## src/rtl/screen_ram_filler.sv

```systemverilog
// Screen RAM port-B filler: writes one pattern word per clock into every RAM word,
// after reset release or on request, and hands port B to the VGA read path while idle.
module screen_ram_filler #(
   parameter int                    DATA_WIDTH         = 16,
   parameter int                    RAM_REGISTER_COUNT = 1024,
   parameter int                    ADDR_WIDTH         = $clog2(RAM_REGISTER_COUNT),
   parameter int                    FILL_ON_RESET      = 1,
   parameter logic [DATA_WIDTH-1:0] RESET_FILL_VALUE   = '0
) (
   input  logic                  CLK_50,
   input  logic                  resetN,
   input  logic                  start,
   input  logic [DATA_WIDTH-1:0] fill_value,
   input  logic [ADDR_WIDTH-1:0] vga_address,
   output logic [ADDR_WIDTH-1:0] ram_address_b,
   output logic [DATA_WIDTH-1:0] ram_data_b,
   output logic                  ram_wren_b,
   output logic                  busy,
   output logic                  done,
   output logic                  cpu_hold
);

   localparam logic [1:0] ST_INIT = 2'd0;
   localparam logic [1:0] ST_FILL = 2'd1;
   localparam logic [1:0] ST_IDLE = 2'd2;

   localparam logic [ADDR_WIDTH-1:0] LAST_ADDR     = ADDR_WIDTH'(RAM_REGISTER_COUNT - 1);
   localparam logic [ADDR_WIDTH-1:0] ONE_ADDR      = ADDR_WIDTH'(1);
   localparam logic                  BUSY_AT_RESET = (FILL_ON_RESET != 0);

   logic [1:0]            state_q,   state_d;
   logic [ADDR_WIDTH-1:0] counter_q, counter_d;
   logic [DATA_WIDTH-1:0] fill_q,    fill_d;
   logic                  busy_q,    busy_d;
   logic                  done_q,    done_d;

   // Next-state logic for the fill sequencer
   always_comb begin
      state_d   = state_q;
      counter_d = counter_q;
      fill_d    = fill_q;
      busy_d    = 1'b0;
      done_d    = 1'b0;
      case (state_q)
         ST_INIT: begin
            if (BUSY_AT_RESET) begin
               state_d = ST_FILL;
               busy_d  = 1'b1;
            end else begin
               state_d = ST_IDLE;
               busy_d  = 1'b0;
            end
         end
         ST_FILL: begin
            if (counter_q == LAST_ADDR) begin
               state_d   = ST_IDLE;
               counter_d = '0;
               done_d    = 1'b1;
               // a held start is taken on the very next edge, so hold stays asserted
               busy_d    = start;
            end else begin
               counter_d = counter_q + ONE_ADDR;
               busy_d    = 1'b1;
            end
         end
         ST_IDLE: begin
            if (start) begin
               state_d   = ST_FILL;
               fill_d    = fill_value;
               counter_d = '0;
               busy_d    = 1'b1;
            end else begin
               busy_d    = 1'b0;
            end
         end
         default: begin
            state_d   = ST_INIT;
            counter_d = '0;
            fill_d    = RESET_FILL_VALUE;
            busy_d    = BUSY_AT_RESET;
         end
      endcase
   end

   // State, counter, pattern and status registers
   always_ff @(posedge CLK_50 or negedge resetN) begin
      if (!resetN) begin
         state_q   <= ST_INIT;
         counter_q <= '0;
         fill_q    <= RESET_FILL_VALUE;
         busy_q    <= BUSY_AT_RESET;
         done_q    <= 1'b0;
      end else begin
         state_q   <= state_d;
         counter_q <= counter_d;
         fill_q    <= fill_d;
         busy_q    <= busy_d;
         done_q    <= done_d;
      end
   end

   // Port-B mux: sequencer owns the port only while filling
   always_comb begin
      if (state_q == ST_FILL) begin
         ram_wren_b    = 1'b1;
         ram_address_b = counter_q;
         ram_data_b    = fill_q;
      end else begin
         ram_wren_b    = 1'b0;
         ram_address_b = vga_address;
         ram_data_b    = '0;
      end
   end

   assign busy     = busy_q;
   assign cpu_hold = busy_q;
   assign done     = done_q;

endmodule

```

## config.mk

```make
export PLATFORM = sky130hd
export DESIGN_NAME = screen_ram_filler
export DESIGN_NICKNAME = d
export VERILOG_FILES = /design/src/rtl/screen_ram_filler.sv
export SDC_FILE = /design/constraint.sdc
export NUM_CORES = 1
export LEC_CHECK = 0
export ABC_AREA = 1
export CORE_UTILIZATION = 38
export CTS_CLUSTER_SIZE = 8
export DETAILED_ROUTE_END_ITERATION = 10
export GPL_TIMING_DRIVEN = 0
export PLACE_DENSITY_LB_ADDON = 0.3
export SETUP_SLACK_MARGIN = 0.15
export SLEW_MARGIN = 15
export SYNTH_ARGS = -nofsm -noshare
export SYNTH_HDL_FRONTEND = slang
export SYNTH_SLANG_ARGS = --single-unit
```

## constraint.sdc

```tcl
create_clock -name CLK_50 -period 2 [get_ports CLK_50]
set_clock_uncertainty 0.05 [all_clocks]
set_input_delay 0.4 -clock CLK_50 [delete_from_list [all_inputs] [get_ports CLK_50]]
set_output_delay 0.4 -clock CLK_50 [all_outputs]
set_load 0.01 [all_outputs]
```

### Yosys cells after proc, flatten, opt, wreduce, memory -nomap -nowiden

Index checks and enable logic that the tools add are counted.

* muxes and demuxes: 16
* bitwise operators: 2
* reduce and logical (&&, ||, !) cells: 5
* $add $sub $neg: 1
* eq/ne operators: 5

Operators with widths (count)
* $mux 16: 2
* $pmux 16 s2: 1
* $mux 10: 3
* $pmux 10 s3: 1
* $add 10x1->10 const B: 1
* $eq 10x10->1 const B: 1
* $pmux 2 s3: 1
* $reduce_and 2->1: 3
* $mux 1: 5
* $mux 2: 2
* $ne 2x2->1 const B: 2
* $eq 2x1->1 const B: 1
* $eq 2x2->1 const B: 1
* $logic_not 2->1: 1
* $not 1->1: 2
* $pmux 1 s2: 1
* $reduce_or 2->1: 1

* output and inout bits: 30
* input port bits: 29
* flip-flop bits (word level): 30
* logic and storage cells: 34

### Logic depth before layout (Yosys ltp)

* depth after elaboration: 4
* depth in mapped cells: 10
* gate-level depth less buffers: 9

### Worst setup path after synthesis

OpenSTA, ideal clock, no wires.

* path kind: register -> output
* start point: register state_q[1]
* end point: output port ram_address_b[2]
* path slack: 108 ps
* stages on the path, launching flop included: 7
* path buffers: 2
* arrival time: 1442 ps
* cells stage by stage: dfrtp_1 > inv_1 > ha_1 > buf_2 > inv_2 > buf_2 > o21ai_0

* longest elaborated chain between the ends: 2

Ends and longest elaborated chain
* start, declared: line 31 `logic [1:0] state_q, state_d;`
* start signal, assigned: line 94 `state_q <= state_d;`
* $eq 2x1->1: line 104 `if (state_q == ST_FILL) begin`
* $mux 10: line 104
* end, declared: line 15 `output logic [ADDR_WIDTH-1:0] ram_address_b,`

No other way between the ends.

### Worst setup path in the final report

* start point: register state_q[1]
* end point: output port ram_data_b[13]

* longest elaborated chain between the ends: 2

Ends and longest elaborated chain
* $eq 2x1->1: line 104
* $mux 16: line 104
* end, declared: line 16 `output logic [DATA_WIDTH-1:0] ram_data_b,`

No other way between the ends.

==> impl_metrics.tcl <==
set metrics [dict create \
    grt_first_pass_wirelength_um 7090 \
    design.portCount 59 \
    grt_overflow_total 0 \
    final_layout_net_count 343 \
    filler_cell_count 375 \
    clock_latency_ns 0.28 \
    synth_cells 227 \
    cap_viol_max_count 0 \
    critical_path_peak_fanout 5 \
    grt_max_degree 31 \
    vias_in_the_first_global_route 1637 \
    final_hold_fails 0 \
    floorplan_die_area_um2 4780 \
    cts_hold_repair.buffers 0 \
    worst_path_largest_cell_delay_ns 0.37 \
    ys_async_sr_fraction_pct 100 \
    tritoncts "built" \
    rsz0062_at_grt "true" \
    period_needed_ns 1.95 \
    worstHoldPathType "in2async" \
    number_of_sinks_driven_by_the_clock_tree 30 \
    max_clock_freq_mhz 512 \
    fin_tns_setup_ns 0 \
    synth.lib_cells_used.distinct 26 \
    crit_arrival_ns 1.50 \
    setup_violations 0 \
    critical_path.cell_chain "inv_2 -> ha_4 -> buf_8 -> buf_6 -> clkbuf_16 -> nand2_2 -> inv_1 -> buf_2" \
    required_time_at_the_worst_slack_endpoint_ns 1.55 \
    tritoncts.num_buffers 5 \
    insertedDiodeCount 0 \
    htree_num_levels 2 \
    detail_route.vias_per_cell 4.86 \
    run_status "finished, final reports clean" \
    detailedPlacementHpwl_um 2710 \
    row_count 24 \
    route.detailed.wl_per_inst_um 12.5 \
    synthesized_net_count 261 \
    postLayoutCoreUtil_pct 62.7 \
    postRouteWirelength_um 4510 \
    place.port_buffers 58 \
    register_area_share_after_synthesis_pct 43.9 \
    period_utilization_post_route_pct 97.7 \
    tightestPinTransition_ns 0.670 \
    synth_edf_count 0 \
    grt_use_total_pct 18.4 \
    yosysWarningCount 0 \
    timing.final.max_slew_violations 0 \
    via_total_after_detailed_routing 1753 \
    clkSlewWorstSetupHoldPaths_ns 0.06 \
    synth_top_flop_cell "sky130_fd_sc_hd__dfrtp_1" \
    ratio_of_cells_with_drive_above_1_in_the_final_layout_pct 34.6 \
    core_area_um2 4350 \
    die_y_um 69.1 \
    worstSetupStartpointType "flop" \
    synth-seq-cells 30 \
    synthesis.area_per_instance_um2 7.55 \
    total_power_mw 1.13 \
    route.detailed.drc 0 \
    detail_route.iter0.violations 109 \
    worst-path-buf-inv 6 \
    cts_buffer_depth 2 \
    globalplace.congestion 0.815 \
    post_synthesis_cell_area_um2 1710 \
    yosysTopAreaCell "sky130_fd_sc_hd__dfrtp_1" \
    ant_nets 0 \
    cp_slowest_cell "sky130_fd_sc_hd__dfrtp_1" \
    area_delta_synth_final_pct 59.3 \
    cts.root.buffer_cell "sky130_fd_sc_hd__clkbuf_8" \
    slew-limit-headroom_pct 55.3 \
    critical_path.top_delay_family "buffers and inverters" \
    endpoint_kind "output port" \
    power.density_nw_per_um2 414 \
    die_x_um 69.1 \
    grt_antenna_before_repair 0 \
    vdd_drop_max_v 0.000356 \
    floorplan.initialDensity_pct 39.3 \
    drt_first_pass_iters 4 \
    ys_top_cells_by_area "sky130_fd_sc_hd__dfrtp_1 42%, sky130_fd_sc_hd__nand2_1 18%, sky130_fd_sc_hd__inv_1 6.8%" \
    total_leakage_power_nw 1.43 \
    yosysTopAreaCellShare_pct 42.4 \
    crit_type "reg2out" \
]
-- report_power, final --
group          total, mW  switching [mW]  internal, mW
Combinational     0.0671          0.0204        0.0467
Sequential         0.607               0         0.607
Clock              0.456           0.217         0.239
Total               1.13           0.237         0.893
-- sequential cells by signal, indices dropped and copies added, names as in the netlist --
name / cells
state_q: 2
busy: 1
counter_q: 10
fill_q: 16
done: 1
-- final timing paths --
| path | from | end | slack [ns] | depth (start not counted) |
|---|---|---|---|---|
| max in group asynchronous | resetN | fill_q[11]$_DFFE_PN0P_ | 1.36 | 1 |
| worst max register to register | state_q[1]$_DFFE_PN0P_ | fill_q[9]$_DFFE_PN0P_ | 0.20 | 11 |
| worst min-delay path | resetN | counter_q[1]$_DFFE_PN0P_ | 0.1 | 1 |
| worst min register to register | fill_q[3]$_DFFE_PN0P_ | fill_q[3]$_DFFE_PN0P_ | 0.45 | 2 |
| min in group CLK_50 | fill_q[3]$_DFFE_PN0P_ | fill_q[3]$_DFFE_PN0P_ | 0.45 | 2 |
| worst max-delay path | state_q[1]$_DFFE_PN0P_ | ram_data_b[13] | 0.05 | 8 |
-- routing by layer --
layer  track usage [%]  vias up  part of all wire [%]
met3              5.56        6                   4.2
met2              30.6       47                    51
met5                 0        -                     0
met4              6.12        0                   1.1
li1                  -      864                     -
met1              22.5      836                    44
-- area by class of cell --
class                           count  area, µm²  area share [%]
Multi-Input combinational cell    155        906            33.2
Sequential cell                    30        752            27.6
Timing Repair Buffer               75        682            25.0
Inverter                           33        136            5.00
Buffer                              9        111            4.08
Clock buffer                        7       76.3            2.80
Tap cell                           52       65.1            2.38
-- placed cells by master (no fill, tap or decap), types with 2 or more instances in the layout --
cell	Yosys	routed
sky130_fd_sc_hd__clkbuf_8	0	5
sky130_fd_sc_hd__nor2_4	2	2
sky130_fd_sc_hd__buf_6	3	19
sky130_fd_sc_hd__o21ai_2	0	4
sky130_fd_sc_hd__nor2_1	10	10
sky130_fd_sc_hd__a21oi_1	6	6
sky130_fd_sc_hd__clkbuf_1	2	3
sky130_fd_sc_hd__buf_4	1	12
sky130_fd_sc_hd__nand3_1	23	23
sky130_fd_sc_hd__dfrtp_1	29	29
sky130_fd_sc_hd__inv_2	1	13
sky130_fd_sc_hd__buf_8	0	3
sky130_fd_sc_hd__o21ai_0	9	6
sky130_fd_sc_hd__nand4_1	3	3
sky130_fd_sc_hd__clkdlybuf4s50_1	0	29
sky130_fd_sc_hd__buf_2	3	16
sky130_fd_sc_hd__ha_1	5	3
sky130_fd_sc_hd__nand2_2	1	12
sky130_fd_sc_hd__nand2_1	84	64
sky130_fd_sc_hd__nand2_8	2	2
sky130_fd_sc_hd__nand2_4	0	9
sky130_fd_sc_hd__o21ai_1	4	3
sky130_fd_sc_hd__inv_1	31	18
sky130_fd_sc_hd__ha_4	0	2
sky130_fd_sc_hd__dlygate4sd2_1	0	2
-- cells in the mapped netlist, types with 2 or more instances --
cell,number
sky130_fd_sc_hd__ha_1,5
sky130_fd_sc_hd__a21oi_1,6
sky130_fd_sc_hd__o21ai_1,4
sky130_fd_sc_hd__nor2_4,2
sky130_fd_sc_hd__o21ai_0,9
sky130_fd_sc_hd__nand3_1,23
sky130_fd_sc_hd__nand2_8,2
sky130_fd_sc_hd__buf_2,3
sky130_fd_sc_hd__buf_6,3
sky130_fd_sc_hd__clkbuf_1,2
sky130_fd_sc_hd__dfrtp_1,29
sky130_fd_sc_hd__nand4_1,3
sky130_fd_sc_hd__inv_1,31
sky130_fd_sc_hd__nor2_1,10
sky130_fd_sc_hd__nand2_1,84
-- cells by family after synthesis --
logic type | Yosys count | share of synthesized area (%)
compound gates | 20 | 5.99
xor+xnor | 1 | 0.511
fa+ha+maj | 5 | 3.65
buf+inv | 42 | 11.1
flops | 30 | 43.9
simple gates | 129 | 34.8
-- stage by stage --
step	instance area [µm²]	std cells	setup slack [ns]	hold WS, ns
floorplan	1710	227	0.108	0.0544
global placement	2360	337	-0.452	0.413
detailed placement	2350	337	-0.431	0.418
CTS	2520	353	0.0236	0.118
global route	2730	361	-0.0266	0.151
finish	2730	361	0.0453	0.0989
-- repair_timing --
action | CTS | global route
buffers inserted | 6 | 7
endpoints found under the setup margin | 28 | 37
gates cloned | 3 | 1
pin swaps | 0 | 5
resized for setup | 150 | 43
Power figures use the tool's default switching activity.
